<file path="src/rtl/ofifo_elastic.sv">
// Opaque elastic FIFO: registered valid/data/ready on both sides.
// Circular buffer with modulo-NUM_SLOTS pointers and an occupancy counter.
module ofifo_elastic #(
  parameter int DATA_WIDTH = 32,
  parameter int NUM_SLOTS  = 4
) (
  input  logic                             clk,
  input  logic                             rst,
  input  logic [DATA_WIDTH-1:0]            ins,
  input  logic                             ins_valid,
  output logic                             ins_ready,
  output logic [DATA_WIDTH-1:0]            outs,
  output logic                             outs_valid,
  input  logic                             outs_ready,
  output logic [$clog2(NUM_SLOTS+1)-1:0]   count
);

  localparam int PW = $clog2(NUM_SLOTS);
  localparam int CW = $clog2(NUM_SLOTS + 1);

  logic [DATA_WIDTH-1:0] mem_q [NUM_SLOTS];
  logic [DATA_WIDTH-1:0] mem_d [NUM_SLOTS];
  logic [PW-1:0]         wr_ptr_q, wr_ptr_d;
  logic [PW-1:0]         rd_ptr_q, rd_ptr_d;
  logic [CW-1:0]         count_q, count_d;
  logic                  empty, full;
  logic                  push, pop;

  function automatic logic [PW-1:0] ptr_inc(input logic [PW-1:0] p);
    if (p == PW'(NUM_SLOTS - 1)) begin
      return '0;
    end
    return p + PW'(1);
  endfunction

  assign empty = (count_q == '0);
  assign full  = (count_q == CW'(NUM_SLOTS));

  // Handshake outputs depend only on registered occupancy.
  assign ins_ready  = ~full;
  assign outs_valid = ~empty;
  assign outs       = mem_q[rd_ptr_q];
  assign count      = count_q;

  assign push = ins_valid & ~full;
  assign pop  = outs_ready & ~empty;

  always_comb begin
    mem_d    = mem_q;
    wr_ptr_d = wr_ptr_q;
    rd_ptr_d = rd_ptr_q;
    count_d  = count_q;
    if (push) begin
      mem_d[wr_ptr_q] = ins;
      wr_ptr_d        = ptr_inc(wr_ptr_q);
    end
    if (pop) begin
      rd_ptr_d = ptr_inc(rd_ptr_q);
    end
    unique case ({push, pop})
      2'b10:   count_d = count_q + CW'(1);
      2'b01:   count_d = count_q - CW'(1);
      default: count_d = count_q;
    endcase
  end

  always_ff @(posedge clk or negedge rst) begin
    if (!rst) begin
      wr_ptr_q <= '0;
      rd_ptr_q <= '0;
      count_q  <= '0;
      for (int i = 0; i < NUM_SLOTS; i++) begin
        mem_q[i] <= '0;
      end
    end else begin
      wr_ptr_q <= wr_ptr_d;
      rd_ptr_q <= rd_ptr_d;
      count_q  <= count_d;
      for (int i = 0; i < NUM_SLOTS; i++) begin
        mem_q[i] <= mem_d[i];
      end
    end
  end

endmodule

</file>
<file path="config.mk">
export PLATFORM = sky130hd
export DESIGN_NAME = ofifo_elastic
export DESIGN_NICKNAME = d
export VERILOG_FILES = /design/src/rtl/ofifo_elastic.sv
export SDC_FILE = /design/constraint.sdc
export NUM_CORES = 1
export LEC_CHECK = 0
export CAP_MARGIN = 20
export CORE_ASPECT_RATIO = 1.1
export CORE_MARGIN = 2
export CORE_UTILIZATION = 55
export CTS_BUF_LIST = sky130_fd_sc_hd__clkbuf_8 sky130_fd_sc_hd__clkbuf_16
export DETAILED_ROUTE_END_ITERATION = 12
export GPL_ROUTABILITY_DRIVEN = 0
export PLACE_DENSITY = 0.8
export SYNTH_ARGS = -nofsm -noshare
export SYNTH_HDL_FRONTEND = slang
export SYNTH_SLANG_ARGS = --single-unit
</file>
<file path="constraint.sdc">
create_clock -name clk -period 2.8 [get_ports clk]
set_clock_uncertainty 0.15 [all_clocks]
set_input_delay 0.42 -clock clk [delete_from_list [all_inputs] [get_ports clk]]
set_output_delay 0.42 -clock clk [all_outputs]
set_load 0.02 [all_outputs]
</file>
## Word level (Yosys, flattened, before mapping)

Index checks and enable logic that the tools add are counted.

| storage, ports and cells | value |
|---|---|
| flip-flop bits (word level) | 135 |
| output and inout port bits | 37 |

| cells by class | value |
|---|---|
| add/sub/neg operators | 4 |
| $lt $le $gt $ge | 3 |
| equality and inequality tests | 5 |
| mux-type cells | 15 |
| bitwise operators | 6 |
| reduce and logical (&&, ||, !) cells | 3 |

Operators by type and width:

| cell | number |
|---|---|
| 128-bit bitwise mux | 1 |
| 32-bit 2-to-1 mux | 3 |
| 32-bit binary-select mux with 2-bit select | 1 |
| 32-bit demux with 2-bit select | 1 |
| 2-bit 2-to-1 mux | 4 |
| 2-bit equality test, second input constant | 3 |
| 3-bit >= comparator, second input constant | 2 |
| 2-bit NOT with 3-bit output | 2 |
| 3-bit case mux with 2 select lines | 1 |
| 2-bit by 1-bit adder with 2-bit output, second input constant | 2 |
| 1-bit 2-to-1 mux | 4 |
| 3-bit by 1-bit adder with 3-bit output, second input constant | 1 |
| 3-bit equality test, second input constant | 1 |
| 3-bit logical NOT | 1 |
| 3-bit by 1-bit < comparator with 1-bit output, second input constant | 1 |
| 3-bit by 1-bit subtractor with 3-bit output, second input constant | 1 |
| 1-bit bitwise AND | 2 |
| 2-bit by 1-bit equality test with 1-bit output, second input constant | 1 |
| 1-bit NOT | 2 |
| 2-bit nonzero test | 1 |
| 1-bit logical AND | 1 |

## Depth between registers and ports, before layout

Gate-level depths: netlist of the first run.

| depth | value |
|---|---|
| depth after elaboration | 6 |
| mapped depth | 9 |
| gate-level depth less buffers | 9 |

## Worst setup path after synthesis of the first run

No wires, ideal clock.

| timing | value |
|---|---|
| path kind | register to register |
| start | reg count_q[0] (netlist: count[0]) |
| end | reg count_q[2] (netlist: count[2]) |
| library setup time | 80 ps |
| arrival | 2,082 ps |
| data required time | 2,570 ps |
| setup slack | 488 ps |
| stages on the path, launching flop included | 10 |
| path buffers | 1 |
| path through | dfrtp_1 > or3b_1 > buf_6 > nand2_1 > ha_1 > inv_1 > fa_1 > xor2_1 > nor2_1 > xor2_1 |

| on the way | value |
|---|---|
| word-level cells in the longest chain between the ends | 5 |
| elaborated cells between the ends (all ways) | 12 |

Ends and longest elaborated chain:

| element | line | RTL |
|---|---|---|
| start, declared | 25 | `logic [CW-1:0] count_q, count_d;` |
| start signal, assigned | 78 | `count_q <= count_d;` |
| 3-bit equality test * | 37 | `assign full = (count_q == CW'(NUM_SLOTS));` |
| 1-bit NOT * | n/a |  |
| via ins_ready | 11 | `output logic ins_ready,` |
| 1-bit bitwise AND * | 45 | `assign push = ins_valid & ~full;` |
| 2-bit by 1-bit equality test with 1-bit output / 2-bit equality test (equally long branches) | 60 | `unique case ({push, pop})` |
| 3-bit case mux with 2 select lines / 2-bit nonzero test (equally long branches) | n/a |  |

The timed path passes the listed nets; every way through them passes the cells marked *.
A chain may end at the register's enable or synchronous reset.

## Worst setup path after layout of the first run

| timing | value |
|---|---|
| start | reg rd_ptr_q[0] |
| end | out outs[0] |

| on the way | value |
|---|---|
| word-level cells in the longest chain between the ends | 4 |

Ends and longest elaborated chain:

| element | line | RTL |
|---|---|---|
| start, declared | 24 | `logic [PW-1:0] rd_ptr_q, rd_ptr_d;` |
| start signal, assigned | 77 | `rd_ptr_q <= rd_ptr_d;` |
| 2-bit NOT with 3-bit output (implied by the code) | 42 | `assign outs = mem_q[rd_ptr_q];` |
| 32-bit binary-select mux with 2-bit select | 42 |  |
| 32-bit 2-to-1 mux (implied by the code) (2 in a row) | 42 |  |
| end, declared | 12 | `output logic [DATA_WIDTH-1:0] outs,` |

No other way between the ends. The select of a mux whose other input is x is not followed.

==> flow_summary.toml, run 1 <==
[status]
status = "complete, no violations"

[detailed_routing]
vias = 3287
vias_per_cell = 5.51
wl_mm = 12.6
drt_first_pass_iters = 4
wl_per_cell_um = 21.0
drc = 0
drtAntennaViolNets = 0
drtIter0Drc = 165

[cts]
clkLatencyLatePin_ps = 410
htree_num_levels = 4
cts_buffers = 17
tritoncts = "done"
clock_sinks = 135
cts_root_buf = "clkbuf_16"
clk_pin_slew_ps = 60
postCtsSetupBuffers = 0
cts_buffer_depth = 2

[sta]
hold_violations = 0
rsz0062_at_grt = "no"
fin_crit_sh_pct = 96.6
setup_viol = 0
setup_tns_ps = 0
final_max_slew_viol_count = 0
fin_ws_ps = 96.3
slew-limit-headroom_pct = 64.3
fmax_ghz = 0.370
min_period_ps = 2700
tightest_slew_ps = 535

[floorplan]
num_rows = 41
die_w_um = 108
die_height_um = 119
initial_core_util_pct = 56.9
core-area_sq_um = 11600
die_area_sq_um = 12900
pin_count = 73

[global_routing]
grtUsageTotal_pct = 21.6
grt.overflow.total = 0
grt_pass1_wl_mm = 20.7
antenna_found_initial = 0
grt_pass1_vias = 3768
grt_max_degree = 73

[yosys]
ys_seq_area_share_pct = 51.2
yosys_warnings = 0
syn_avg_cell_area_sq_um = 18.8
syn_area_sq_um = 6600
ys_ff_latch = 135
synth_cells = 352
synthesis.nets = 395
ys_types = 20

[placed_design]
io_buffers = 72
dp.cells = 564
pre_cts_ws_ps = 412
dp_hpwl_mm = 7.80

[min_path]
hold_class = "flip-flop to flip-flop"

[worst_setup_path]
crit_arrival_ps = 2130
crit_type = "flip-flop to output port"
required_ps = 2230
cp-start-kind = "flip-flop"
cp-end-kind = "output port"
critPathMaxFanout = 20

[power_and_ir_drop]
peakVddDrop_v = 0.000700
powerDensity_nw_per_um2 = 1410
leakagePower_nw = 3.51

[job]
maxCapViolations = 0

[final_layout]
final_cells = 597
diodes = 0
nNetsFinal = 477
drive_above_1_share_pct = 48.3
fillCellCount = 816
synthToLayoutAreaGrowth_pct = 20.7
[cells in the final DEF, fill, tap and decap left out]
| master | n |
|---|---|
| clkinv_2 | 6 |
| xor2_1 | 2 |
| clkbuf_8 | 4 |
| buf_6 | 1 |
| xnor2_1 | 1 |
| mux2_4 | 120 |
| mux4_2 | 32 |
| dlygate4sd3_1 | 1 |
| inv_1 | 8 |
| dfrtp_1 | 134 |
| fa_1 | 1 |
| buf_12 | 6 |
| mux2_2 | 12 |
| clkdlybuf4s50_1 | 71 |
| buf_4 | 9 |
| bufinv_16 | 2 |
| mux2i_1 | 1 |
| nand2_1 | 2 |
| and3_4 | 4 |
| ha_1 | 6 |
| or3_2 | 1 |
| clkinvlp_4 | 1 |
| nor2_1 | 3 |
| or3b_1 | 1 |
| clkbuf_16 | 17 |
| dfrtp_2 | 1 |
[power by group]
group	leakage (nW)	switching, W	internal, W	total, W
clock	0.301	0.000815	0.00139	0.00220
combinational	1.62	0.00208	0.00339	0.00547
sequential	1.60	0.000604	0.00297	0.00358
[kinds of logic (layout without fill, tap and decap cells)]
family	Yosys count	after routing	share of synthesized area, %
flops	135	135	51.2
xor+xnor	3	3	0.398
buf+inv	31	126	5.35
simple gates	11	11	1.21
mux	165	165	40.4
fa+ha+maj	7	7	1.44
[per-stage QoR]
step | hold WS (ps) | cell area (sq um) | utilization (%) | power [W]
finish | 354 | 7960 | 68.7 | 0.0112
global route | 367 | 7960 | 68.7 | 0.0118
CTS | 356 | 7960 | 68.7 | 0.0114
detailed placement | 289 | 7360 | 63.5 | 0.00906
global placement | 279 | 7360 | 63.5 | 0.00890
floorplan | -25.6 | 6600 | - | 0.00746
[path summary, 6_finish.rpt]
check / from / end / slack [ps] / cells past startpoint
min in group asynchronous: rst / mem_q[102]$_DFFE_PN0P_ / 390 / 2
worst max register to register: count[0]$_DFFE_PN0P_ / count[2]$_DFFE_PN0P_ / 460 / 8
worst min register to register: mem_q[65]$_DFFE_PN0P_ / mem_q[65]$_DFFE_PN0P_ / 350 / 1
max in group asynchronous: rst / mem_q[127]$_DFFE_PN0P_ / 1350 / 3
worst min-delay path: mem_q[65]$_DFFE_PN0P_ / mem_q[65]$_DFFE_PN0P_ / 350 / 1
worst max-delay path: rd_ptr_q[0]$_DFFE_PN0P_ / outs[0] / 100 / 3
[sequential cells by signal, indices dropped and copies added (netlist names)]
register  flops
mem_q       128
count         3
rd_ptr_q      2
wr_ptr_q      2
[cell usage after synthesis]
master,instances,share of area [%]
inv_1,6,0.34
mux2i_1,1,0.15
mux2_2,12,2.0
ha_1,6,1.1
xor2_1,2,0.27
nand2_1,2,0.11
xnor2_1,1,0.13
mux4_2,32,11
and3_4,4,0.68
buf_1,1,0.057
or3b_1,1,0.13
buf_2,3,0.23
clkbuf_1,4,0.23
nor2_1,3,0.17
fa_1,1,0.30
or3_2,1,0.11
buf_12,12,3.6
mux2_4,120,27
dfrtp_1,135,51
buf_6,5,0.85
[final cells by class]
type	instances	area, sq um	share of cell area (%)
sequential	135	3380	42.4
multi-input combinational	186	2870	36.0
timing repair buffer	88	920	11.5
clock buffer	21	480	6.03
tap	150	188	2.36
clock inverter	11	105	1.32
inverter	6	22.5	0.283
[timing repair]
action | 4_1_cts | 5_1_grt
hold endpoints to repair | 40 | 0
hold buffers | 1 | 0
endpoints found under the setup margin | 9 | 0
gates resized for setup | 1 | 0
[worst max-delay path, cell delays in order (launching register included)]
cell,delay [ps]
dfrtp_2,390
buf_12,210
mux4_2,560
clkdlybuf4s50_1,560
[per-layer routing]
metal | GRT usage, % | part of all wire [%] | vias to the layer above | routed length [um]
met5 | 0 | 0 | - | 0
met4 | 7.93 | 1.5 | 0 | 191
met3 | 5.42 | 3.5 | 13 | 438
met2 | 33.8 | 50 | 64 | 6290
met1 | 29.4 | 45 | 1758 | 5630
li1 | - | - | 1452 | -
No activity file was read; power rests on OpenSTA's default activity.
==> run 2: changes to the inputs <==
--- a/config.mk
+++ b/config.mk
@@ -12,7 +12,7 @@
 export CTS_BUF_LIST = sky130_fd_sc_hd__clkbuf_8 sky130_fd_sc_hd__clkbuf_16
 export DETAILED_ROUTE_END_ITERATION = 12
 export GPL_ROUTABILITY_DRIVEN = 0
-export PLACE_DENSITY = 0.8
+export PLACE_DENSITY_LB_ADDON = 0.08
 export SYNTH_ARGS = -nofsm -noshare
 export SYNTH_HDL_FRONTEND = slang
 export SYNTH_SLANG_ARGS = --single-unit
==> run 2 against run 1 <==
First-iteration DRC count down 24%. Utilization about the same. Wire length shrank 1.9%. Critical path type unchanged. Largest cell class unchanged.
==> flow_summary.toml, run 2 (synthesized netlist as in run 1, its figures left out) <==
[status]
status = "complete, no violations"

[job]
maxCapViolations = 0

[placed_design]
dp_hpwl_mm = 7.70
io_buffers = 72
placed_area_sq_um = 7380
pre_cts_ws_ps = 397

[cts]
clk_pin_slew_ps = 60
clock_sinks = 135
tritoncts = "done"
clkLatencyLatePin_ps = 410
cts_buffers = 17
postCtsSetupBuffers = 0
cts_buffer_depth = 2
htree_num_levels = 4
cts_root_buf = "clkbuf_16"

[power_and_ir_drop]
leakagePower_nw = 3.52
peakVddDrop_v = 0.000789
powerDensity_nw_per_um2 = 1400

[final_layout]
stdcell_area_sq_um = 7970
diodes = 0
largest_reg_flops = 128
final_common_cell = "dfrtp_1"
nNetsFinal = 477
finish.utilization_pct = 68.7
synthToLayoutAreaGrowth_pct = 20.7
largest-register = "mem_q"
drive_above_1_share_pct = 48.0
final_cell_mix = "134 x dfrtp_1, 120 x mux2_4, 70 x clkdlybuf4s50_1"

[sta]
final_max_slew_viol_count = 0
fin_crit_sh_pct = 96.8
hold_violations = 0
whs_ps = 271
slew-limit-headroom_pct = 66.2
tightest_slew_ps = 508
min_period_ps = 2710
rsz0062_at_grt = "no"
setup_tns_ps = 0
fmax_ghz = 0.369
setup_viol = 0
fin_ws_ps = 89.2

[floorplan]
num_rows = 41
die_w_um = 108
pin_count = 73
core-area_sq_um = 11600
die_height_um = 119
die_area_sq_um = 12900
initial_core_util_pct = 56.9

[detailed_routing]
drtIter0Drc = 126
drc = 0
wl_mm = 12.3
vias = 3297
drt_first_pass_iters = 5
vias_per_cell = 5.53
wl_per_cell_um = 20.7
drtAntennaViolNets = 0

[global_routing]
grtUsageTotal_pct = 21.4
grt.overflow.total = 0
grt_pass1_wl_mm = 20.5
grt_pass1_vias = 3680
antenna_found_initial = 0
grt_max_degree = 93

[worst_setup_path]
required_ps = 2230
worstPathCellList = "buf_4 -> mux4_2 -> clkdlybuf4s50_1"
r2r_slack_ps = 430
critPathTopFamily = "buffers and inverters"
slowest_stage = "dfrtp_1"
crit_type = "flip-flop to output port"
cp-start-kind = "flip-flop"
path_buf_inv = 2
crit_arrival_ps = 2140
slowest_delay_ps = 580
cp-end-kind = "output port"
critPathMaxFanout = 9

[min_path]
hold_class = "primary input to async pin"
==> run 2: timing repair <==
item | in CTS | in global routing
setup endpoints to repair | 8 | 1
endpoints found under the hold margin | 17 | 0
hold buffers | 1 | 0
resized for setup | 1 | 1
gates cloned | 0 | 0
==> run 2: final cells by class <==
cell class / count / area (sq um)
Fill cell: 834 / 3620
Clock inverter: 11 / 109
Sequential cell: 135 / 3380
Inverter: 6 / 22.5
Multi-Input combinational cell: 186 / 2870
Tap cell: 150 / 188
Timing Repair Buffer: 88 / 935
Clock buffer: 20 / 467
==> run 2: power by group <==
group | internal [W] | switching (W)
Combinational | 0.00339 | 0.00205
Sequential | 0.00297 | 0.000605
Clock | 0.00136 | 0.000793
Total | 0.00772 | 0.00345
==> run 2: stage by stage <==
step | total power (W) | std cells
after global routing | 0.0118 | 596
after CTS | 0.0113 | 596
after floorplan | 0.00746 | 352
after detailed placement | 0.00906 | 564
final | 0.0112 | 596
after global placement | 0.00895 | 564
==> run 2: per-layer routing <==
metal	wire length, um	vias up	global-route usage, %
met4	197	0	8.65
met3	438	14	5.15
li1	-	1450	-
met2	5890	69	31.7
met5	0	-	0
met1	5790	1764	30.4
==> run 2: worst paths after layout <==
path,to,cells past startpoint,startpoint
setup / recovery,outs[10],3,rd_ptr_q[1]$_DFFE_PN0P_
min in group clk,mem_q[105]$_DFFE_PN0P_,1,mem_q[105]$_DFFE_PN0P_
setup reg to reg,count[2]$_DFFE_PN0P_,8,count[1]$_DFFE_PN0P_
hold reg to reg,mem_q[105]$_DFFE_PN0P_,1,mem_q[105]$_DFFE_PN0P_
max in group asynchronous,rd_ptr_q[0]$_DFFE_PN0P_,3,rst
hold / removal,mem_q[107]$_DFFE_PN0P_,2,rst
==> run 2: worst register-to-register path, cell delays in order, from the launching register on <==
cell	delay (ps)
dfrtp_1	410
or3b_1	480
nand2_1	180
ha_1	200
inv_1	60
fa_1	380
xor2_1	160
nor2_1	130
xor2_1	160
